### src/rtl/mem_lsu_pkg.sv
// mem_lsu_pkg: shared widths, mem_op encodings, FSM states and address helpers
//    for the MEM stage.
// Latency: n/a (types and pure functions only).
// Backpressure: n/a.
package mem_lsu_pkg;

   localparam int EX_TO_MEM_WD = 107;
   localparam int MEM_TO_WB_WD = 70;
   localparam int STALL_WD     = 6;

   // Stall vector bit values
   localparam logic STOP    = 1'b1;
   localparam logic NO_STOP = 1'b0;

   // mem_op encodings
   localparam logic [2:0] OP_LW  = 3'd0;
   localparam logic [2:0] OP_LB  = 3'd1;
   localparam logic [2:0] OP_LBU = 3'd2;
   localparam logic [2:0] OP_LH  = 3'd3;
   localparam logic [2:0] OP_LHU = 3'd4;
   localparam logic [2:0] OP_SW  = 3'd5;
   localparam logic [2:0] OP_SB  = 3'd6;
   localparam logic [2:0] OP_SH  = 3'd7;

   typedef enum logic [1:0] {
      ST_IDLE = 2'd0,
      ST_REQ  = 2'd1,
      ST_RESP = 2'd2
   } lsu_state_e;

   typedef struct packed {
      logic [31:0] pc;
      logic        mem_en;
      logic        mem_we;
      logic [2:0]  mem_op;
      logic        rf_we;
      logic [4:0]  rf_waddr;
      logic [31:0] alu_result;
      logic [31:0] store_data;
   } ex_to_mem_t;

   // Word accesses drop addr[1:0], halfword accesses drop addr[0].
   function automatic logic [31:0] align_addr(input logic [2:0] op, input logic [31:0] a);
      case (op)
         OP_LW, OP_SW:         align_addr = {a[31:2], 2'b00};
         OP_LH, OP_LHU, OP_SH: align_addr = {a[31:1], 1'b0};
         default:              align_addr = a;
      endcase
   endfunction

   function automatic logic misaligned(input logic [2:0] op, input logic [31:0] a);
      case (op)
         OP_LW, OP_SW:         misaligned = |a[1:0];
         OP_LH, OP_LHU, OP_SH: misaligned = a[0];
         default:              misaligned = 1'b0;
      endcase
   endfunction

endpackage

### src/rtl/mem_load_ext.sv
// mem_load_ext: lane select and sign/zero extension of a load word.
// Latency: purely combinational.
// Backpressure: none.
// Ports: rdata (raw word), addr_lo (byte offset), mem_op (load type) -> result.
module mem_load_ext
   import mem_lsu_pkg::*;
(
   input  logic [31:0] rdata,
   input  logic [1:0]  addr_lo,
   input  logic [2:0]  mem_op,
   output logic [31:0] result
);

   logic [7:0]  byte_sel;
   logic [15:0] half_sel;

   always_comb begin
      case (addr_lo)
         2'd0:    byte_sel = rdata[7:0];
         2'd1:    byte_sel = rdata[15:8];
         2'd2:    byte_sel = rdata[23:16];
         default: byte_sel = rdata[31:24];
      endcase
      half_sel = addr_lo[1] ? rdata[31:16] : rdata[15:0];

      case (mem_op)
         OP_LB:   result = {{24{byte_sel[7]}}, byte_sel};
         OP_LBU:  result = {24'd0, byte_sel};
         OP_LH:   result = {{16{half_sel[15]}}, half_sel};
         OP_LHU:  result = {16'd0, half_sel};
         default: result = rdata;
      endcase
   end

endmodule

### src/rtl/mem_lsu.sv
// mem_lsu: MEM stage; registers the EX bus, runs the data-SRAM req/addr_ok/data_ok
//    handshake and extracts load data for WB and MEM->ID forwarding.
// Latency: store 0 stall cycles with immediate addr_ok; load 1 stall cycle best case,
//    plus 1 per cycle without addr_ok/data_ok.
// Backpressure: stallreq_mem holds the pipeline until the access completes; a WB stall
//    after completion holds the result from ld_buf without re-issuing.
// Ports: clk, rst (async active-low), stall[5:0], ex_to_mem_bus, ex_to_mem1, data_sram_*,
//    stallreq_mem, mem_to_wb_bus, mem_to_wb1, mem_to_id_bus.
// Option: MEM_UNALIGNED_EXC_EN adds mem_adel/mem_ades and suppresses misaligned accesses.
module mem_lsu
   import mem_lsu_pkg::*;
(
   input  logic                    clk,
   input  logic                    rst,
   input  logic [STALL_WD-1:0]     stall,
   input  logic [EX_TO_MEM_WD-1:0] ex_to_mem_bus,
   input  logic [65:0]             ex_to_mem1,
   output logic                    data_sram_req,
   output logic                    data_sram_wr,
   output logic [3:0]              data_sram_wstrb,
   output logic [31:0]             data_sram_addr,
   output logic [31:0]             data_sram_wdata,
   input  logic                    data_sram_addr_ok,
   input  logic                    data_sram_data_ok,
   input  logic [31:0]             data_sram_rdata,
   output logic                    stallreq_mem,
   output logic [MEM_TO_WB_WD-1:0] mem_to_wb_bus,
   output logic [65:0]             mem_to_wb1,
`ifdef MEM_UNALIGNED_EXC_EN
   output logic                    mem_adel,
   output logic                    mem_ades,
`endif
   output logic [37:0]             mem_to_id_bus
);

   ex_to_mem_t  ex_q, ex_d;
   logic [65:0] hilo_q, hilo_d;
   lsu_state_e  state_q, state_d;
   logic        done_q, done_d;
   logic [31:0] ld_buf_q, ld_buf_d;

   logic        capture, bubble, misalign, access;
   logic        rf_we_eff;
   logic [31:0] ld_src, ld_result, rf_wdata;
   logic        unused_stall;

   assign unused_stall = ^{stall[5], stall[2:0]};

   assign capture = (stall[3] == NO_STOP);
   assign bubble  = (stall[3] == STOP) && (stall[4] == NO_STOP);

`ifdef MEM_UNALIGNED_EXC_EN
   assign misalign = ex_q.mem_en & misaligned(ex_q.mem_op, ex_q.alu_result);
   assign mem_adel = misalign & ~ex_q.mem_we;
   assign mem_ades = misalign &  ex_q.mem_we;
`else
   assign misalign = 1'b0;
`endif

   // A misaligned access under the exception option never touches the SRAM.
   assign access = ex_q.mem_en & ~done_q & ~misalign;

   // Input register
   always_comb begin
      ex_d   = ex_q;
      hilo_d = hilo_q;
      if (bubble) begin
         ex_d   = '0;
         hilo_d = '0;
      end else if (capture) begin
         ex_d   = ex_to_mem_bus;
         hilo_d = ex_to_mem1;
      end
   end

   // Handshake FSM
   always_comb begin
      state_d       = state_q;
      done_d        = done_q;
      ld_buf_d      = ld_buf_q;
      data_sram_req = 1'b0;
      case (state_q)
         ST_IDLE: begin
            data_sram_req = access;
            if (access) begin
               if (data_sram_addr_ok) begin
                  if (ex_q.mem_we) done_d  = 1'b1;
                  else             state_d = ST_RESP;
               end else begin
                  state_d = ST_REQ;
               end
            end
            if (misalign) done_d = 1'b1;
         end
         ST_REQ: begin
            data_sram_req = 1'b1;
            if (data_sram_addr_ok) begin
               if (ex_q.mem_we) begin
                  done_d  = 1'b1;
                  state_d = ST_IDLE;
               end else begin
                  state_d = ST_RESP;
               end
            end
         end
         ST_RESP: begin
            if (data_sram_data_ok) begin
               ld_buf_d = data_sram_rdata;
               done_d   = 1'b1;
               state_d  = ST_IDLE;
            end
         end
         default: state_d = ST_IDLE;
      endcase
      // A new entry (or bubble) starts with a clean completion record.
      if (bubble || capture) begin
         done_d   = 1'b0;
         ld_buf_d = '0;
      end
   end

   always_ff @(posedge clk or negedge rst) begin
      if (!rst) begin
         ex_q     <= '0;
         hilo_q   <= '0;
         state_q  <= ST_IDLE;
         done_q   <= 1'b0;
         ld_buf_q <= '0;
      end else begin
         ex_q     <= ex_d;
         hilo_q   <= hilo_d;
         state_q  <= state_d;
         done_q   <= done_d;
         ld_buf_q <= ld_buf_d;
      end
   end

   // Request side, combinational from the register so it stays stable while held
   assign data_sram_wr   = ex_q.mem_we;
   assign data_sram_addr = align_addr(ex_q.mem_op, ex_q.alu_result);

   always_comb begin
      case (ex_q.mem_op)
         OP_SB: begin
            data_sram_wstrb = 4'b0001 << data_sram_addr[1:0];
            data_sram_wdata = {4{ex_q.store_data[7:0]}};
         end
         OP_SH: begin
            data_sram_wstrb = data_sram_addr[1] ? 4'b1100 : 4'b0011;
            data_sram_wdata = {2{ex_q.store_data[15:0]}};
         end
         OP_SW: begin
            data_sram_wstrb = 4'b1111;
            data_sram_wdata = ex_q.store_data;
         end
         default: begin
            data_sram_wstrb = 4'b0000;
            data_sram_wdata = ex_q.store_data;
         end
      endcase
   end

   assign stallreq_mem = ex_q.mem_en & ~(done_q | misalign
                                       | ((state_q == ST_RESP) & data_sram_data_ok)
                                       | (ex_q.mem_we & data_sram_addr_ok & data_sram_req));

   // Load data comes straight from the SRAM in its data_ok cycle, else from ld_buf.
   assign ld_src = ((state_q == ST_RESP) && data_sram_data_ok) ? data_sram_rdata : ld_buf_q;

   mem_load_ext u_load_ext (
      .rdata   (ld_src),
      .addr_lo (data_sram_addr[1:0]),
      .mem_op  (ex_q.mem_op),
      .result  (ld_result)
   );

   assign rf_wdata  = (ex_q.mem_en & ~ex_q.mem_we) ? ld_result : ex_q.alu_result;
   assign rf_we_eff = ex_q.rf_we & ~misalign;

   assign mem_to_wb_bus = {ex_q.pc, rf_we_eff, ex_q.rf_waddr, rf_wdata};
   assign mem_to_wb1    = hilo_q;
   // Pending loads must not forward the stale ALU/ld_buf value.
   assign mem_to_id_bus = {rf_we_eff & ~stallreq_mem, ex_q.rf_waddr, rf_wdata};

endmodule

### config.mk
export PLATFORM = sky130hd
export DESIGN_NAME = mem_lsu
export DESIGN_NICKNAME = d
export VERILOG_FILES = /design/src/rtl/mem_lsu_pkg.sv /design/src/rtl/mem_load_ext.sv /design/src/rtl/mem_lsu.sv
export SDC_FILE = /design/constraint.sdc
export NUM_CORES = 1
export LEC_CHECK = 0
export ABC_CLOCK_PERIOD_IN_PS = 3000
export CORE_ASPECT_RATIO = 0.7
export CORE_MARGIN = 5
export CORE_UTILIZATION = 39
export DETAILED_ROUTE_END_ITERATION = 6
export PLACE_DENSITY = 0.78
export SLEW_MARGIN = 20
export SYNTH_ARGS = -nofsm -noshare
export SYNTH_HDL_FRONTEND = slang
export SYNTH_SLANG_ARGS = --single-unit
### constraint.sdc
create_clock -name clk -period 3 [get_ports clk]
set_input_delay 0.9 -clock clk [delete_from_list [all_inputs] [get_ports clk]]
set_output_delay 0.9 -clock clk [all_outputs]
set_load 0.05 [all_outputs]
* Word level (Yosys, flattened, before mapping)
Cells that the tools add are included.
** Storage, ports and cells
- Bits of input ports :: 215
- Register bits :: 208
** Operators by class
- Bitwise gates (word level) :: 15
- Reduce and logical (&&, ||, !) cells :: 14
- Shift operators :: 1
- Eq/ne operators :: 18
- Muxes and demuxes :: 30
** Operator list (count)
- 2-to-1 mux 107 bit :: 2
- 2-to-1 mux 32 bit :: 5
- 2-to-1 mux 66 bit :: 2
- one-hot mux 32 bit (4 select lines) :: 1
- one-hot mux 32 bit (2 select lines) :: 1
- one-hot mux 8 bit (3 select lines) :: 1
- 2-to-1 mux 16 bit :: 1
- equality test 3 bit (second input constant) :: 4
- 2-to-1 mux 2 bit :: 6
- one-hot mux 4 bit (3 select lines) :: 1
- != test 3 bit (second input constant) :: 3
- bitwise AND 1 bit :: 7
- equality test 3 x 2 -> 1 bit (second input constant) :: 2
- != test 2 bit (second input constant) :: 3
- NOT 1 bit :: 6
- one-hot mux 2 bit (3 select lines) :: 1
- 2-to-1 mux 1 bit :: 5
- equality test 2 x 1 -> 1 bit (second input constant) :: 2
- equality test 2 bit (second input constant) :: 2
- logical NOT 2 bit :: 2
- 2-to-1 mux 4 bit :: 1
- one-hot mux 2 bit (2 select lines) :: 1
- AND reduction 4 bit :: 1
- nonzero test 2 bit :: 2
- 14 further kinds :: 16

* Longest topological paths before layout
- Word-level depth :: 9
- Mapped depth :: 9
- Gate-level depth less buffers :: 6

* Cells and area by module
Synthesis repeated with hierarchy kept, for this count alone.
** Unflattened totals
- Cells, all modules :: 1249
- Area, all modules :: 11264.6 sq um
** By module, submodules not included
- mem_lsu :: sequential area each 5205.0 sq um, area each 9988.3 sq um, cells each 1067, instances 1
- mem_load_ext :: sequential area each 0.0 sq um, area each 1276.2 sq um, cells each 182, instances 1

* Worst setup path after synthesis
No wires, ideal clock.
- Kind :: input to output
- From :: input data_sram_data_ok
- To :: output mem_to_wb_bus[14]
- Setup slack :: -1.372 ns
- Stages on the path :: 8
- Arrival :: 3.472 ns
- Path buffers :: 3
- Path through :: nand3b_4 > buf_2 > buf_4 > mux2i_1 > nand2_1 > o211ai_1 > a221oi_1 > buf_4
** On the way
- Word-level cells in the longest chain between the ends :: 5
- Elaborated cells on any way between the ends :: 6
- Classes of those cells :: mux (5); reduce/logical (1)
** RTL lines
- start, declared :: RTL line mem_lsu.sv:24 : input logic data_sram_data_ok,
- logical AND 1 bit * :: RTL line mem_lsu.sv:168 : assign ld_src = ((state_q == ST_RESP) && data_sram_data_ok) ? data_sram_rdata : ld_buf_q;
- 2-to-1 mux 32 bit * :: RTL line mem_lsu.sv:168
- one-hot mux 8 bit (3 select lines) / 2-to-1 mux 16 bit (equally long branches) :: RTL line mem_load_ext.sv:18, mem_load_ext.sv:24
- one-hot mux 32 bit (4 select lines) * :: RTL line mem_load_ext.sv:26 : case (mem_op)
- 2-to-1 mux 32 bit * :: RTL line mem_lsu.sv:177 : assign rf_wdata = (ex_q.mem_en & ~ex_q.mem_we) ? ld_result : ex_q.alu_result;
- end, declared :: RTL line mem_lsu.sv:27 : output logic [MEM_TO_WB_WD-1:0] mem_to_wb_bus,
Every way passes the cells marked *; elsewhere a longest branch is shown, timed or not.

* Final worst setup path
- From :: input data_sram_data_ok
- To :: output mem_to_wb_bus[31]
The elaborated chain is that of the path after synthesis.

==> impl_metrics.ini <==
[timing]
tightestPinTransition_ns = 0.7133
slew_headroom_pct = 52.45
timing.final.max_slew_violations = 0
setup_total_negative_slack_ns = -29.24
pnr_worst_setup_slack_ns = -0.5278
post-route-period-util_pct = 117.6
unrepaired_setup_endpoints_after_global_routing = true
final.min_clock_period_ns = 3.528
clock_skew_ns = 0.003253
report.final.setup_viol = 64
timing_hold_violations_final = 0
clock.fmax_mhz = 283.5

[clock_tree]
max-clock-path-buffers = 3
clock_sinks = 208
clock_tree_root = clkbuf_16
clk_latency_ns = 0.51
ctsHtreeMaxLevel = 1
cts_made_buffers = 23
clkTransAtPathRegs_ns = 0.06
cts_tree = built

[global_routing]
grt_first_pass_wirelength_um = 62120
antenna_violations_before_repair = 2
grt_pass1_vias = 10390
grt_max_degree = 154
global_route.overflow_total = 0
grt_use_total_pct = 25.12

[yosys]
number_of_flops_mapped_to_enable_cells_by_yosys = 0
post_synth_main_area_contributors = dfrtp_1 (48%), o21ai_0 (8.6%), buf_4 (8.2%), inv_1 (6.5%), nand2_1 (5.4%)
seq_area_frac_synth_pct = 48.43
synth.net_count = 1434
post_synth_instance_area_mm2 = 0.01075
synth_warnings = 0
synthDominantCellAreaShare_pct = 48.43
synth_flop_cell = dfrtp_1
register_bit_count_reported_by_yosys = 208
synth-async-reset-ratio_pct = 100.0
most_numerous_cell_types_in_the_synthesized_netlist = dfrtp_1 (208), inv_1 (185), o21ai_0 (185), nand2_1 (154), buf_4 (118)
yosys.area.top_type = dfrtp_1
synth.distinct_cells = 49
synthCells = 1219
synthMostInstantiatedCell = dfrtp_1
syn_area_per_cell_um2 = 8.816

[worst_setup_path]
timing.critical_path.depth = 11
rr_worst_depth = 7
cp-start-kind = input port
critical-path-top-delay-family = buffers and inverters
path_buf_inv = 6
r2r_slack_ns = 1.30
path_cells = buf_8, nand3b_4, buf_6, mux2i_4, o22ai_4, buf_6, a311oi_4, buf_6, buf_8, a31oi_4, buf_8
critical_path_peak_fanout = 5
worst_path_largest_cell_delay_ns = 0.33
crit_path_end_kind = output pin
regToRegStartpoint = state_q[0]$_DFFE_PN0P_
worst_ep_required_ns = 2.10
arrival_ns = 2.63
r2r-end = ld_buf_q[9]$_DFFE_PN0P_
critical_path.slowest_cell = a311oi_4
critPathKind = in -> out

[floorplanning]
placementRows = 50
initial_utilization_pct = 39.86
coreArea_mm2 = 0.02696
die_w_um = 208.4
dieHeight_um = 148.9
ioPinCount = 460
die_area_mm2 = 0.03103

[layout]
antenna_cells = 0
area_growth_syn_to_layout_pct = 63.19
post_route_cells_drive_above_1_share_pct = 21.62
nets = 1831

[pwr]
ir_drop_uv = 412.0
power_density_mw_per_mm2 = 522.5
totalPowerFinal_mw = 9.162
leakage_nw = 8.082

[status]
run_status = finished with violations
failing_checks = setup timing

[detailed_routing]
postRouteWirelength_um = 41080
via_count = 9998
detailedRoute.firstIterationViolations = 684
viasPerCell = 5.007
drt_pass1_iterations = 5
post_drt_wl_per_cell_um = 20.57
drc = 0
drtAntennaViolNets = 0

[place]
place.port_buffers = 455
detailed_place_hpwl_um = 29370
gp_congestion = 0.8920

[hold_path]
hold_path.class = in -> async

[job]
cap_violations = 0
## state kept, by name (all words and copies together), names as in the netlist
signal         flops
rf_we_eff          1
mem_to_wb1        66
ex_q              68
mem_to_id_bus      5
done_q             1
state_q            2
data_sram_wr       1
ld_buf_q          32
mem_to_wb_bus     32
## cells by family (layout without fill, tap and decap cells)
family,Yosys count,after routing,share of synthesized area [%]
AO/OA/AOI/OAI,277,278,15.18
buffers and inverters,371,784,17.21
XOR/XNOR,3,3,0.3144
AND/OR/NAND/NOR,285,285,11.26
multiplexers,75,75,7.603
flip-flops,208,208,48.43
## final cells by class
type,count,area (um^2)
clock inverters,11,71.32
multi-input cells,641,4344
flip-flops and latches,208,5209
well taps,364,455.4
inverters,186,698.2
clock buffers,31,635.6
repair buffers,556,6123
fillers,2048,9427
## power breakdown
part / total [mW] / leakage, nW / internal [mW] / switching [mW]
sequential: 3.13 / 2.67 / 2.99 / 0.140
clock: 2.70 / 0.348 / 1.50 / 1.20
combinational: 3.33 / 5.07 / 1.33 / 2.01
total: 9.16 / 8.08 / 5.81 / 3.35
## how the worst max path moves through the flow
stage,startpoint,endpoint,slack [ns]
6_report,data_sram_data_ok,mem_to_wb_bus[31],-0.53
5_1_grt,ex_q[70]$_DFFE_PN0N_,mem_to_wb_bus[31],-0.60
4_1_cts,data_sram_data_ok,mem_to_id_bus[31],-0.51
3_5_place_dp,data_sram_data_ok,mem_to_id_bus[11],-1.31
3_3_place_gp,data_sram_data_ok,mem_to_wb_bus[11],-1.30
2_1_floorplan,data_sram_data_ok,mem_to_wb_bus[10],-0.70
## routing by layer
| metal | GRT usage [%] | wire, um | vias up |
|---|---|---|---|
| met4 | 5.842 | 1098 | 4 |
| li1 | - | - | 4618 |
| met5 | 0 | 29 | - |
| met3 | 7.421 | 3754 | 74 |
| met1 | 32.67 | 16520 | 4818 |
| met2 | 41.83 | 19680 | 484 |
## per-stage QoR
| step | instances | setup slack (ns) | cell area (um^2) | hold WS (ns) | util [%] |
|---|---|---|---|---|---|
| detailed placement | 1923 | -1.314 | 15970 | 0.4691 | 59.22 |
| CTS | 1993 | -0.5069 | 17390 | 0.3562 | 64.51 |
| global placement | 1923 | -1.299 | 15970 | 0.4602 | 59.22 |
| global route | 1997 | -0.6003 | 17540 | 0.3799 | 65.04 |
| finish | 1997 | -0.5278 | 17540 | 0.3543 | 65.04 |
| floorplan | 1219 | -0.6961 | 11240 | 0.4497 | - |
## cell usage in the layout (no fill, tap or decap), types with 3 or more instances in the layout
cell and instances:
a31oi_4 3, o221a_2 7, o211ai_1 14, mux2_2 23
mux2i_4 14, mux2i_1 25, clkbuf_8 3, clkinv_2 6
dlygate4sd2_1 4, clkbuf_16 24, nand3_1 41, a32oi_1 7
nand2b_1 3, nand2_1 154, nor2_1 69, a21oi_1 19
dfrtp_2 3, clkdlybuf4s50_1 351, a221oi_4 7, buf_12 54
a21oi_4 21, buf_6 72, mux2i_2 12, o21ai_1 8
inv_1 184, o21ai_0 177, dfrtp_1 205, buf_4 62
clkbuf_1 5, buf_8 8
## timing repair
| action | 4_1_cts | 5_1_grt |
|---|---|---|
| gates cloned | 4 | 2 |
| pin swaps | 34 | 27 |
| gates resized for setup | 117 | 33 |
| endpoints found under the setup margin | 77 | 74 |
| setup buffers | 26 | 7 |
| hold buffers | 0 | 0 |
No activity file was read; power rests on OpenSTA's default activity.
